**src/rtl/rom_load_sched.sv**
```systemverilog
// Download scheduler: routes data_io bytes through a small FIFO to the two
// toggle-handshake SDRAM write ports or the NVRAM port, and sequences core reset.
module rom_load_sched #(
  parameter int          FIFO_DEPTH  = 4,
  parameter logic [24:0] GFX_BASE    = 25'h10000,
  parameter logic [7:0]  ROM_INDEX   = 8'h00,
  parameter logic [7:0]  NVRAM_INDEX = 8'hFF,
  parameter int          RESET_HOLD  = 16
) (
  input  logic        clk,
  input  logic        reset_n,
  input  logic        ioctl_downl,
  input  logic [7:0]  ioctl_index,
  input  logic        ioctl_wr,
  input  logic [24:0] ioctl_addr,
  input  logic [7:0]  ioctl_dout,
  input  logic        user_reset,
  output logic        port1_req,
  input  logic        port1_ack,
  output logic [22:0] port1_a,
  output logic [1:0]  port1_ds,
  output logic [15:0] port1_d,
  output logic        port2_req,
  input  logic        port2_ack,
  output logic [22:0] port2_a,
  output logic [1:0]  port2_ds,
  output logic [15:0] port2_d,
  output logic        nvram_we,
  output logic [8:0]  nvram_a,
  output logic [7:0]  nvram_d,
  output logic        busy,
  output logic        rom_loaded,
  output logic        overflow,
  output logic        core_reset,
  output logic [1:0]  state_dbg
);

  // Handshake: a port request is outstanding while portn_req != portn_ack; the
  // scheduler toggles req once per word and holds a/ds/d until ack equals req.

  localparam int AW = (FIFO_DEPTH > 1) ? $clog2(FIFO_DEPTH) : 1;
  localparam int CW = AW + 1;
  localparam logic [CW-1:0] FULL_CNT = CW'(FIFO_DEPTH);
  localparam int HW = $clog2(RESET_HOLD + 1);
  localparam logic [HW-1:0] HOLD_INIT = HW'(RESET_HOLD);

  typedef struct packed {
    logic        nv;
    logic [24:0] addr;
    logic [7:0]  data;
  } entry_t;

  typedef enum logic [1:0] {IDLE, DISPATCH, WAIT1, WAIT2} state_t;

  state_t        state, next_state;
  entry_t        mem [FIFO_DEPTH];
  entry_t        head;
  entry_t        entry_in;
  logic [AW-1:0] wr_ptr, rd_ptr;
  logic [CW-1:0] count;
  logic          wr_prev, downl_prev;
  logic          push_req, push, pop, full, empty, is_gfx;
  logic [23:0]   gfx_off;
  logic          done_pending, load_done;
  logic [HW-1:0] hold_cnt;
  logic          dl_rise, dl_fall;

  assign push_req = ioctl_downl & ioctl_wr & ~wr_prev &
                    ((ioctl_index == ROM_INDEX) | (ioctl_index == NVRAM_INDEX));
  assign full     = (count == FULL_CNT);
  assign empty    = (count == '0);
  assign pop      = (state == DISPATCH);
  // A pop in the same cycle frees the slot, so a full FIFO can still accept.
  assign push     = push_req & (~full | pop);
  assign entry_in = '{nv: (ioctl_index == NVRAM_INDEX), addr: ioctl_addr, data: ioctl_dout};
  assign head     = mem[rd_ptr];
  assign is_gfx   = (head.addr >= GFX_BASE);
  assign gfx_off  = 24'(head.addr - GFX_BASE);

  assign busy       = ~empty | (state != IDLE);
  assign core_reset = user_reset | ~rom_loaded | (hold_cnt != '0);
  assign state_dbg  = state;

  assign dl_rise   = ioctl_downl & ~downl_prev;
  assign dl_fall   = ~ioctl_downl & downl_prev;
  assign load_done = done_pending & ~busy;

  always_ff @(posedge clk) begin
    if (push) mem[wr_ptr] <= entry_in;
  end

  always_ff @(posedge clk) begin
    if (!reset_n) begin
      wr_prev <= 1'b0;
      wr_ptr  <= '0;
      rd_ptr  <= '0;
      count   <= '0;
    end else begin
      wr_prev <= ioctl_wr;
      if (push) wr_ptr <= wr_ptr + 1'b1;
      if (pop)  rd_ptr <= rd_ptr + 1'b1;
      case ({push, pop})
        2'b10:   count <= count + 1'b1;
        2'b01:   count <= count - 1'b1;
        default: count <= count;
      endcase
    end
  end

  always_ff @(posedge clk) begin
    if (!reset_n) state <= IDLE;
    else          state <= next_state;
  end

  always_comb begin
    next_state = state;
    case (state)
      IDLE:     if (!empty) next_state = DISPATCH;
      DISPATCH: begin
        if (head.nv)     next_state = IDLE;
        else if (is_gfx) next_state = WAIT2;
        else             next_state = WAIT1;
      end
      WAIT1:    if (port1_ack == port1_req) next_state = IDLE;
      WAIT2:    if (port2_ack == port2_req) next_state = IDLE;
      default:  next_state = IDLE;
    endcase
  end

  always_ff @(posedge clk) begin
    if (!reset_n) begin
      port1_req <= 1'b0;
      port1_a   <= '0;
      port1_ds  <= '0;
      port1_d   <= '0;
      port2_req <= 1'b0;
      port2_a   <= '0;
      port2_ds  <= '0;
      port2_d   <= '0;
      nvram_we  <= 1'b0;
      nvram_a   <= '0;
      nvram_d   <= '0;
    end else begin
      nvram_we <= 1'b0;
      if (state == DISPATCH) begin
        if (head.nv) begin
          nvram_we <= 1'b1;
          nvram_a  <= head.addr[8:0];
          nvram_d  <= head.data;
        end else if (!is_gfx) begin
          port1_a   <= head.addr[23:1];
          port1_ds  <= {head.addr[0], ~head.addr[0]};
          port1_d   <= {2{head.data}};
          port1_req <= ~port1_req;
        end else begin
          port2_a   <= gfx_off[23:1];
          port2_ds  <= {gfx_off[0], ~gfx_off[0]};
          port2_d   <= {2{head.data}};
          port2_req <= ~port2_req;
        end
      end
    end
  end

  always_ff @(posedge clk) begin
    if (!reset_n) begin
      downl_prev   <= 1'b0;
      done_pending <= 1'b0;
      rom_loaded   <= 1'b0;
      overflow     <= 1'b0;
      hold_cnt     <= '0;
    end else begin
      downl_prev <= ioctl_downl;
      if (push_req & full & ~pop) overflow <= 1'b1;
      // A new ROM download invalidates any earlier completion.
      if (dl_rise && (ioctl_index == ROM_INDEX)) begin
        rom_loaded   <= 1'b0;
        done_pending <= 1'b0;
      end else begin
        if (load_done) begin
          rom_loaded   <= 1'b1;
          done_pending <= 1'b0;
        end
        if (dl_fall && (ioctl_index == ROM_INDEX)) done_pending <= 1'b1;
      end
      if (load_done && !rom_loaded && !(dl_rise && (ioctl_index == ROM_INDEX)))
        hold_cnt <= HOLD_INIT;
      else if (hold_cnt != '0)
        hold_cnt <= hold_cnt - 1'b1;
    end
  end

endmodule

```
**config.mk**
```make
export PLATFORM = sky130hd
export DESIGN_NAME = rom_load_sched
export DESIGN_NICKNAME = d
export VERILOG_FILES = /design/src/rtl/rom_load_sched.sv
export SDC_FILE = /design/constraint.sdc
export NUM_CORES = 1
export LEC_CHECK = 0
export ABC_AREA = 1
export ABC_CLOCK_PERIOD_IN_PS = 4150
export CAP_MARGIN = 20
export CORE_MARGIN = 10
export CORE_UTILIZATION = 30
export DETAILED_ROUTE_END_ITERATION = 7
export PLACE_DENSITY = 0.59
export SLEW_MARGIN = 10
export SYNTH_ARGS = -nofsm -noshare
export SYNTH_HDL_FRONTEND = slang
export SYNTH_SLANG_ARGS = --single-unit
```
**constraint.sdc**
```tcl
create_clock -name clk -period 4.15 [get_ports clk]
set_input_delay 0.83 -clock clk [delete_from_list [all_inputs] [get_ports clk]]
set_output_delay 0.83 -clock clk [all_outputs]
set_load 0.01 [all_outputs]
```
==> impl_metrics.env <==
export IMPL_cp_max_fo=7
export IMPL_area_growth_pct=29.07
export IMPL_clockBufferDepth=3
export IMPL_timing_setup_tns_ns=0
export IMPL_cts_clk_slew_worst_paths_ns=0.06
export IMPL_die_w_um=199.0
export IMPL_post_synth_top_area_cell="edfxtp_1"
export IMPL_clock_power_share_pct=36.2
export IMPL_clk_latency_ns=0.55
export IMPL_peakVddDrop_mv=0.3143
export IMPL_cp_common_cell="inv_1"
export IMPL_clock_root_buffer="clkbuf_16"
export IMPL_slew_viol_final=0
export IMPL_rr_endpoint="port2_a[20]"
export IMPL_placed_area_um2=11470
export IMPL_post_drt_wl_per_cell_um=17.35
export IMPL_post_route_period_util_pct=76.10
export IMPL_top_level_ports=156
export IMPL_p_comb_share_pct=22.2
export IMPL_async_flop_share_pct=0
export IMPL_syn_avg_cell_area_um2=9.857
export IMPL_cp_arrival_ns=2.33
export IMPL_cts_buffers=28
export IMPL_worstRegToRegCells=11
export IMPL_swShare_pct=29.65
export IMPL_required_ns=3.32
export IMPL_dominantRegCellSynth="edfxtp_1"
export IMPL_syn_inst=975
export IMPL_first_global_vias=6883
export IMPL_cellLeakagePower_nw=4.713
export IMPL_cts_tree="yes"
export IMPL_place_hpwl_um=17570
export IMPL_drt_pass1_iter_count=5
export IMPL_r2r_slack_ns=1.33
export IMPL_power_switching_mw=1.982
export IMPL_synthTopCellsByCount="nand2_1 (181), nor2_1 (167), edfxtp_1 (136)"
export IMPL_cp_slowest_cell="nor3_1"
export IMPL_grt_overflow=0
export IMPL_critical_path_top_delay_family="simple AND/OR/NAND/NOR gates"
export IMPL_worstSetupEndpointType="output pin"
export IMPL_synth_distinct_cells=33
export IMPL_fin_cells=1536
export IMPL_hp_start="port1_a[15]"
export IMPL_antenna_left=0
export IMPL_p_int_mw=4.702
export IMPL_wirelength_um=26650
export IMPL_fmax_ghz=0.3166
export IMPL_cts_setup_buffers=0
export IMPL_h_tree_depth=1
export IMPL_syn_nets=1032
export IMPL_hold_viol=0
export IMPL_whs_path_depth=2
export IMPL_rows=65
export IMPL_power_density_nw_per_um2=538.9
export IMPL_fin_nets=1166
export IMPL_remaining_drc_errors=0
export IMPL_crit_chain="inv_1 > ha_1 > inv_1 > nor3_1 > nand2_1 > clkdlybuf4s50_1"
export IMPL_die_height_um=199.0
export IMPL_path_buf_inv=3
export IMPL_status="completed"
export IMPL_setup_viol=0
export IMPL_start_util_pct=30.46
export IMPL_drive_gt1_share_pct=6.991
export IMPL_ys_top_cells_by_area="edfxtp_1 (42%), dfxtp_1 (22%), nand2_1 (7.1%), nor2_1 (6.5%), nand3_1 (3.6%)"
export IMPL_yosysMostFrequentCell="nand2_1"
export IMPL_final_cell_area_um2=12400
export IMPL_syn_cell_area_um2=9610
export IMPL_crit_type="reg -> out"
export IMPL_synth_top_area_share_pct=42.49
export IMPL_post_cts_resized=0
export IMPL_max_stage_delay_ns=0.57
export IMPL_grt_first_pass_wirelength_um=41100
export IMPL_synth_ff_latch_count=243
export IMPL_nFillCells=3086
export IMPL_start_kind="register"
export IMPL_slew_headroom_pct=36.92
export IMPL_vias=7035
export IMPL_p_seq_share_pct=41.6
export IMPL_dieArea_um2=39590
export IMPL_cts_hold_buf=0
export IMPL_io_buffers=155
export IMPL_numPlacedInstances=1481
export IMPL_rsz0062_at_grt="no"
export IMPL_vias_per_cell=4.580
export IMPL_worst_pin_slew_ns=0.9462
export IMPL_antenna_found_initial=6
export IMPL_min_period_ns=3.158
export IMPL_synth_edff_count=136
export IMPL_yosysWarnings=0
export IMPL_final_util_pct=39.31
export IMPL_hold_end="port1_a[15]"
export IMPL_drt_initial_drc_count=548
export IMPL_place_congestion=0.7801
export IMPL_cap_violations=0
export IMPL_ys_seq_area_share_pct=64.78
export IMPL_cts_sinks=243
export IMPL_grt_start_max_net_pins=69
export IMPL_core_area_um2=31560
export IMPL_finalClockSkew_ns=0.02615
export IMPL_worstHoldPathType="reg -> reg"
export IMPL_grt_usage_pct=13.33
[flip-flops by register name, summed over array words and instances, names as in the netlist, 3 cells and up, named ones only]
register	cells
mem	136
port1_a	23
port2_a	23
nvram_a	9
nvram_d	8
port1_d	8
port2_d	8
hold_cnt	5
count	3
[cells in the final DEF (no fill, tap or decap), types with 2 or more instances in the layout]
cell type and instances:
dfxtp_1 106, edfxtp_1 136, o22ai_1 23, nand2_1 181, clkinv_2 5, nand3_1 69
or2_2 2, nor2_4 5, inv_1 70, clkbuf_16 28, xor2_1 4, buf_12 3
diode_2 4, nand2_4 2, clkinv_4 2, clkinvlp_4 4, xnor2_1 2, a21oi_1 48
buf_4 13, clkdlybuf4s50_1 154, clkinv_1 6, inv_2 2, nor3_1 5, o21ai_0 67
nand4_1 4, bufinv_16 3, nor2_1 162, ha_1 8
[layout make-up]
class | instances | area, um2 | area share (%)
sequential | 243 | 6227 | 50.20
multi-input combinational | 593 | 2770 | 22.33
timing repair buffer | 171 | 1704 | 13.74
clock inverter | 21 | 201.4 | 1.624
clock buffer | 30 | 718.2 | 5.790
antenna | 4 | 10.01 | 0.08069
tap | 402 | 503.0 | 4.055
inverter | 72 | 270.3 | 2.179
[metal layers]
| layer | wire [um] | vias up | track usage (%) |
|---|---|---|---|
| met4 | 452 | 6 | 2.939 |
| met1 | 11470 | 3296 | 16.98 |
| met5 | 46 | - | 0 |
| met2 | 12560 | 189 | 21.71 |
| met3 | 2120 | 39 | 4.106 |
| li1 | - | 3505 | - |
[power groups by stage]
stage          combinational, mW  clock, mW  sequential, mW
2_1_floorplan              0.883          0            2.86
3_3_place_gp                1.48          0            2.83
3_5_place_dp                1.50          0            2.83
4_1_cts                     1.51       2.48            2.78
5_1_grt                     1.66       2.58            2.80
6_report                    1.49       2.42            2.78
[worst register-to-register path, stage by stage, from the launching register on]
cell	delay [ns]
dfxtp_2	0.32
inv_2	0.43
buf_12	0.28
nand2_1	0.11
nand3_1	0.08
nand2_1	0.16
nand3_4	0.17
nor2_8	0.05
nand2_4	0.38
nand2_4	0.43
nor2_1	0.23
nor2_1	0.06
[cells by family after synthesis]
family	count (synthesis)	synth area share [%]
AO/OA/AOI/OAI	141	7.720
XOR/XNOR	6	0.5468
adder cells (fa/ha/maj)	9	1.250
buffers and inverters	139	6.809
flip-flops	243	64.78
AND/OR/NAND/NOR	437	18.89
[per-stage QoR]
step           worst slack, ns  hold WS (ns)  total power, mW
6_report                0.9919        0.4540            6.685
4_1_cts                 0.9489        0.4547            6.772
2_1_floorplan           0.8362        0.4424            3.747
3_5_place_dp             1.009        0.4455            4.337
5_1_grt                 0.8506        0.4813            7.036
3_3_place_gp             1.088        0.4423            4.304
[worst max path at each step]
stage / from / end / depth (start not counted)
2_1_floorplan: ioctl_index[7] / mem[0][0] / 5
3_3_place_gp: ioctl_index[7] / count[2] / 13
3_5_place_dp: ioctl_index[7] / count[2] / 13
4_1_cts: hold_cnt[0] / core_reset / 6
5_1_grt: hold_cnt[1] / core_reset / 6
6_report: hold_cnt[0] / core_reset / 6
Power figures use the tool's default switching activity.
